--- src/rtl/mips_pkg.sv ---
// Shared MIPS execute-stage types: ALU/MDU operation codes and the MDU sequencing states.
package mips_pkg;

  typedef enum logic [4:0] {
    ALU_AND   = 5'd0,
    ALU_OR    = 5'd1,
    ALU_XOR   = 5'd2,
    ALU_NOR   = 5'd3,
    ALU_ADD   = 5'd4,
    ALU_ADDU  = 5'd5,
    ALU_SUB   = 5'd6,
    ALU_SUBU  = 5'd7,
    ALU_SLT   = 5'd8,
    ALU_SLTU  = 5'd9,
    ALU_SLL   = 5'd10,
    ALU_SRL   = 5'd11,
    ALU_SRA   = 5'd12,
    ALU_LUI   = 5'd13,
    ALU_PASSA = 5'd14,
    ALU_PASSB = 5'd15,
    MDU_MULT  = 5'd16,
    MDU_MULTU = 5'd17,
    MDU_DIV   = 5'd18,
    MDU_DIVU  = 5'd19
  } aluop_t;

  typedef enum logic [1:0] {IDLE, MUL, DIV, DONE} mdu_state_t;

  function automatic logic is_mdu(aluop_t f);
    return (f == MDU_MULT) || (f == MDU_MULTU) || (f == MDU_DIV) || (f == MDU_DIVU);
  endfunction

endpackage

--- src/rtl/div_iter.sv ---
// Radix-2 restoring divider on operand magnitudes, one quotient bit per cycle;
// q/r are sign-corrected combinationally while done is high.
module div_iter #(
  parameter int WIDTH = 32
) (
  input  logic             clk,
  input  logic             reset,
  input  logic             start,
  input  logic             sgn,
  input  logic [WIDTH-1:0] a,
  input  logic [WIDTH-1:0] b,
  output logic             busy,
  output logic             done,
  output logic [WIDTH-1:0] q,
  output logic [WIDTH-1:0] r
);

  localparam int CW = $clog2(WIDTH + 1);

  logic [WIDTH-1:0] rem_reg, quo_reg, dvs_reg, dvd_reg;
  logic [CW-1:0]    cnt_reg;
  logic             busy_reg, done_reg, q_neg_reg, r_neg_reg, b_zero_reg;
  logic             a_neg, b_neg;
  logic [WIDTH:0]   shifted, diff;

  assign a_neg   = sgn & a[WIDTH-1];
  assign b_neg   = sgn & b[WIDTH-1];
  assign shifted = {rem_reg, quo_reg[WIDTH-1]};
  assign diff    = shifted - {1'b0, dvs_reg};

  always_ff @(posedge clk) begin
    if (reset) begin
      busy_reg <= 1'b0;
      done_reg <= 1'b0;
    end else begin
      done_reg <= 1'b0;
      if (start) begin
        busy_reg   <= 1'b1;
        cnt_reg    <= CW'(WIDTH);
        rem_reg    <= '0;
        quo_reg    <= a_neg ? -a : a;
        dvs_reg    <= b_neg ? -b : b;
        dvd_reg    <= a;
        q_neg_reg  <= a_neg ^ b_neg;
        r_neg_reg  <= a_neg;
        b_zero_reg <= (b == '0);
      end else if (busy_reg) begin
        // A borrow out of the trial subtraction means this quotient bit is 0: keep the old remainder.
        rem_reg <= diff[WIDTH] ? shifted[WIDTH-1:0] : diff[WIDTH-1:0];
        quo_reg <= {quo_reg[WIDTH-2:0], ~diff[WIDTH]};
        cnt_reg <= cnt_reg - CW'(1);
        if (cnt_reg == CW'(1)) begin
          busy_reg <= 1'b0;
          done_reg <= 1'b1;
        end
      end
    end
  end

  assign busy = busy_reg;
  assign done = done_reg;
  // Divide-by-zero bypasses sign correction so the quotient stays all ones and hi echoes the dividend.
  assign q = b_zero_reg ? '1 : (q_neg_reg ? -quo_reg : quo_reg);
  assign r = b_zero_reg ? dvd_reg : (r_neg_reg ? -rem_reg : rem_reg);

endmodule

--- src/rtl/alu_mdu_pipe.sv ---
// Execute-stage ALU plus MULT/DIV unit behind a valid/ready handshake; ALU ops take one
// cycle, multiplies run through a fixed-latency pipe, divides through div_iter.
module alu_mdu_pipe
  import mips_pkg::*;
#(
  parameter int WIDTH   = 32,
  parameter int MUL_LAT = 3,
  parameter int EN_MDU  = 1
) (
  input  logic             clk,
  input  logic             reset,
  input  logic             flush,
  input  logic             in_valid,
  output logic             in_ready,
  input  logic [WIDTH-1:0] a,
  input  logic [WIDTH-1:0] b,
  input  aluop_t           func,
  output logic             out_valid,
  input  logic             out_ready,
  output logic [WIDTH-1:0] c,
  output logic [WIDTH-1:0] hi,
  output logic [WIDTH-1:0] lo,
  output logic             hilo_we,
  output logic             exception_of
);

  localparam int SHW  = $clog2(WIDTH);
  localparam int HW   = WIDTH / 2;
  localparam int NSTG = MUL_LAT - 1;

  mdu_state_t       state_reg;
  logic             out_valid_reg, hilo_we_reg, exc_reg;
  logic [WIDTH-1:0] c_reg, hi_reg, lo_reg;

  logic             accept, mdu_op, acc_mul, acc_div;
  logic [SHW-1:0]   shamt;
  logic [WIDTH:0]   add_x, sub_x;
  logic [WIDTH-1:0] alu_c;
  logic             alu_ov;
  logic [2*WIDTH-1:0] mul_a, mul_b, prod, mul_res;
  logic             mul_fire;
  logic             div_busy, div_done;
  logic [WIDTH-1:0] div_q, div_r;

  assign in_ready = (state_reg == IDLE) & ~div_busy & (~out_valid_reg | out_ready) & ~flush;
  assign accept   = in_valid & in_ready;
  assign mdu_op   = (EN_MDU != 0) && is_mdu(func);
  assign acc_mul  = accept & mdu_op & ((func == MDU_MULT) | (func == MDU_MULTU));
  assign acc_div  = accept & mdu_op & ((func == MDU_DIV) | (func == MDU_DIVU));

  assign shamt = a[SHW-1:0];
  assign add_x = {a[WIDTH-1], a} + {b[WIDTH-1], b};
  assign sub_x = {a[WIDTH-1], a} - {b[WIDTH-1], b};

  always_comb begin
    alu_c  = '0;
    alu_ov = 1'b0;
    case (func)
      ALU_AND:   alu_c = a & b;
      ALU_OR:    alu_c = a | b;
      ALU_XOR:   alu_c = a ^ b;
      ALU_NOR:   alu_c = ~(a | b);
      ALU_ADD: begin
        alu_c  = add_x[WIDTH-1:0];
        alu_ov = add_x[WIDTH] ^ add_x[WIDTH-1];
      end
      ALU_ADDU:  alu_c = a + b;
      ALU_SUB: begin
        alu_c  = sub_x[WIDTH-1:0];
        alu_ov = sub_x[WIDTH] ^ sub_x[WIDTH-1];
      end
      ALU_SUBU:  alu_c = a - b;
      ALU_SLT:   alu_c = {{(WIDTH-1){1'b0}}, ($signed(a) < $signed(b))};
      ALU_SLTU:  alu_c = {{(WIDTH-1){1'b0}}, (a < b)};
      ALU_SLL:   alu_c = b << shamt;
      ALU_SRL:   alu_c = b >> shamt;
      ALU_SRA:   alu_c = $signed(b) >>> shamt;
      ALU_LUI:   alu_c = {b[HW-1:0], {HW{1'b0}}};
      ALU_PASSA: alu_c = a;
      ALU_PASSB: alu_c = b;
      default:   alu_c = '0;
    endcase
  end

  // Extend both operands to 2*WIDTH so one unsigned multiplier serves MULT and MULTU.
  assign mul_a = (func == MDU_MULT) ? {{WIDTH{a[WIDTH-1]}}, a} : {{WIDTH{1'b0}}, a};
  assign mul_b = (func == MDU_MULT) ? {{WIDTH{b[WIDTH-1]}}, b} : {{WIDTH{1'b0}}, b};
  assign prod  = mul_a * mul_b;

  generate
    if (NSTG == 0) begin : g_mul_direct
      assign mul_fire = acc_mul;
      assign mul_res  = prod;
    end else begin : g_mul_pipe
      logic [2*WIDTH-1:0] stg_reg [NSTG];
      logic               vld_reg [NSTG];
      for (genvar gi = 0; gi < NSTG; gi++) begin : g_stg
        if (gi == 0) begin : g_first
          always_ff @(posedge clk) begin
            vld_reg[gi] <= (reset | flush) ? 1'b0 : acc_mul;
            stg_reg[gi] <= prod;
          end
        end else begin : g_next
          always_ff @(posedge clk) begin
            vld_reg[gi] <= (reset | flush) ? 1'b0 : vld_reg[gi-1];
            stg_reg[gi] <= stg_reg[gi-1];
          end
        end
      end
      assign mul_fire = vld_reg[NSTG-1];
      assign mul_res  = stg_reg[NSTG-1];
    end
  endgenerate

  div_iter #(.WIDTH(WIDTH)) u_div (
    .clk   (clk),
    .reset (reset | flush),
    .start (acc_div),
    .sgn   (func == MDU_DIV),
    .a     (a),
    .b     (b),
    .busy  (div_busy),
    .done  (div_done),
    .q     (div_q),
    .r     (div_r)
  );

  always_ff @(posedge clk) begin
    if (reset) begin
      state_reg     <= IDLE;
      out_valid_reg <= 1'b0;
      c_reg         <= '0;
      hi_reg        <= '0;
      lo_reg        <= '0;
      hilo_we_reg   <= 1'b0;
      exc_reg       <= 1'b0;
    end else if (flush) begin
      state_reg     <= IDLE;
      out_valid_reg <= 1'b0;
    end else begin
      if (out_valid_reg && out_ready) begin
        out_valid_reg <= 1'b0;
        if (state_reg == DONE) state_reg <= IDLE;
      end
      if (accept) begin
        if (acc_mul) begin
          state_reg <= MUL;
        end else if (acc_div) begin
          state_reg <= DIV;
        end else begin
          out_valid_reg <= 1'b1;
          c_reg         <= alu_c;
          hi_reg        <= '0;
          lo_reg        <= '0;
          hilo_we_reg   <= 1'b0;
          exc_reg       <= alu_ov;
        end
      end
      // Later assignments win: with a single-cycle multiplier the accept and the result share an edge.
      if (mul_fire || div_done) begin
        state_reg     <= DONE;
        out_valid_reg <= 1'b1;
        c_reg         <= '0;
        hilo_we_reg   <= 1'b1;
        exc_reg       <= 1'b0;
        if (mul_fire) {hi_reg, lo_reg} <= mul_res;
        else begin
          hi_reg <= div_r;
          lo_reg <= div_q;
        end
      end
    end
  end

  assign out_valid    = out_valid_reg;
  assign c            = c_reg;
  assign hi           = hi_reg;
  assign lo           = lo_reg;
  assign hilo_we      = hilo_we_reg;
  assign exception_of = exc_reg;

endmodule

--- config.mk ---
export PLATFORM = sky130hd
export DESIGN_NAME = alu_mdu_pipe
export DESIGN_NICKNAME = d
export VERILOG_FILES = /design/src/rtl/mips_pkg.sv /design/src/rtl/div_iter.sv /design/src/rtl/alu_mdu_pipe.sv
export SDC_FILE = /design/constraint.sdc
export NUM_CORES = 2
export LEC_CHECK = 0
export ABC_AREA = 1
export CORE_UTILIZATION = 60
export DETAILED_ROUTE_END_ITERATION = 6
export PLACE_DENSITY = 0.84
export SETUP_SLACK_MARGIN = 0.4
export SYNTH_ARGS = -nofsm -noshare
export SYNTH_HDL_FRONTEND = slang
export SYNTH_HIERARCHICAL = 1
export SYNTH_SLANG_ARGS = --single-unit
--- constraint.sdc ---
create_clock -name clk -period 23.5 [get_ports clk]
set_input_delay 4.7 -clock clk [delete_from_list [all_inputs] [get_ports clk]]
set_output_delay 4.7 -clock clk [all_outputs]
set_load 0.02 [all_outputs]
==> metrics <==
status=complete, but fails checks; failing checks=design-rule violations; FMAX=0.0659 GHz; Syn Std Cell Area=77900 um2; post-DP HPWL=261 mm; max FFs per register=128; Root Driver=clkbuf_16; #FFs+latches synth=370; Placer Congestion=1.11; Num CTS Buffers=42; Max-cap violations=0; top cells by area in the synthesized netlist=fa_1, nand2_1, inv_1; min cycle time layout=15.16 ns; Tot GR Track Use=51.0%; largest area contributor in the netlist=fa_1; Slew headroom=3.25%; crit path kind=input pin to register; syn_nets=12400; Hold WC Path Type=register to register; register area share after synthesis=11.3%; Crit path depth=37; First DRT Iteration DRCs=10400; CP Capture Type=register; uppermost layer routed=met5; GR Overflow Total=0; DRT Pass-1 Iters=7; DR WL met3=49.4 mm; pin count of the biggest net entering global routing=99; CTS clk-pin slew, worst paths=0.07 ns; yosys warns=6; DR vias=74100; via density per instance=6.10; Die Ht=362 um; reg2reg path depth=8; Antenna Violating Nets Remaining=0; I/O Buffers=173; nets=12300; DR WL/cell=27.4 um; Clock Path Buffers=3; Final setup viols=0; CTS Sinks=370; period utilization=64.5%; commonest non-fill, non-tap cell in the layout=nand2_1; initial antenna violation count=35; P&R area growth vs syn=5.61%; max incr delay on CP=1.03 ns; slowest stage cell on the critical path=nor2_1; family with the most delay on the worst path=adder cells; Worst Path Required=24.04 ns; Max Slew Vio Count=0; row cnt=131; Startpoint Class=input pin; commonest cells after routing, fill and taps aside=nand2_1, inv_1, fa_1; number of synthesized flops with an enable pin=137; setup TNS=0 ns; core outline area=128000 um2; clk_skew=0.0402 ns; DRT met1 WL=109 mm; Routed WL=333 mm; Mean Syn Cell Area=7.44 um2; Setup Buffers After CTS=0; proportion of layout cells with a drive suffix above 1=3.62%; I/O Pins=174; CTS tree=built; Critical Path Fanout Max=49; Synth top area share=36.6%; die width=362 um; Remaining DRCs=64; H-tree depth=2; Initial Utilization=60.8%; RSZ-0062 raised after global routing=false; # hold bufs at CTS=0; worst hold path depth=0; first-pass GRT wire length=482 mm; Worst Tran Pin Value=1.45 ns; met2 wire length=138 mm; buffer and inverter count on the worst path=13; CTS resizes=0; final hold violation count=0; number of distinct library cells after synthesis=56; Post-synth ARST share=0%; Mapped Cells=10500; worst-skew pair later-pin latency=0.67 ns; Worst Path Arrival=15.70 ns; prevailing post-synth register cell=dfxtp_1; die area=131000 um2; vias in the first global route=74800
cell usage after synthesis, drive strengths merged (11+ instances only):
cell    number
a21o        20
a21oi      331
a31oi       19
and2        12
buf        121
clkbuf     303
dfxtp      233
edfxtp     137
fa        1423
ha         445
inv       2590
mux2        64
nand2     2689
nand3      665
nand3b      11
nand4       73
nor2       657
nor3        49
nor4        25
o211ai      48
o21ai      296
o21bai      22
o22ai       29
or2         19
xnor2       31
xor2       106
stage by stage:
step	hold WS (ns)	cell area, um2	setup WS [ns]	instances	utilization, %
finish	0.299	82200	8.34	12200	64.2
global route	0.313	82200	7.95	12100	64.1
CTS	0.297	82200	8.50	12100	64.1
detailed placement	0.312	80600	7.89	12100	62.9
global placement	0.311	80600	7.90	12100	62.9
floorplan	0.310	77900	9.81	10500	-
layer usage:
metal	up-vias	GRT usage, %
met5	-	1.15
li1	30900	-
met1	35300	58.9
met3	1973	20.0
met2	5985	74.2
met4	34	43.1
area by class of cell:
cell class | instances | area [um2]
antenna | 25 | 62.6
multi-input combinational | 7076 | 57700
fill | 11000 | 45900
timing repair buffer | 285 | 2290
clock buffer | 50 | 1140
tap | 1729 | 2160
inverter | 2593 | 9740
sequential | 370 | 8780
clock inverter | 28 | 392
logic make-up (layout without fill, tap and decap cells):
logic type | Yosys count | count (layout) | synth area share, %
and+or+nand+nor | 4207 | 4207 | 22.1
other | 0 | 25 | 0
adders and majority gates | 1868 | 1868 | 43.7
xor gates and xnor gates | 137 | 137 | 1.54
muxes | 64 | 64 | 0.925
AOI/OAI and AO/OA | 800 | 800 | 5.66
DFF | 370 | 370 | 11.3
buffers and inverters | 3017 | 2956 | 14.7
worst paths after layout:
kind | startpoint | to | slack, ns
max | func[1] | g_mul_pipe.stg_reg[0][63] | 8.34
min reg2reg | g_mul_pipe.stg_reg[0][5] | g_mul_pipe.stg_reg[0][69] | 0.30
min | g_mul_pipe.stg_reg[0][5] | g_mul_pipe.stg_reg[0][69] | 0.30
max reg2reg | g_mul_pipe.vld_reg[0][1] | c[10] | 19.66
Power is not shown: default switching activity piles up to over one toggle a cycle in this logic, so the estimate is an artifact.
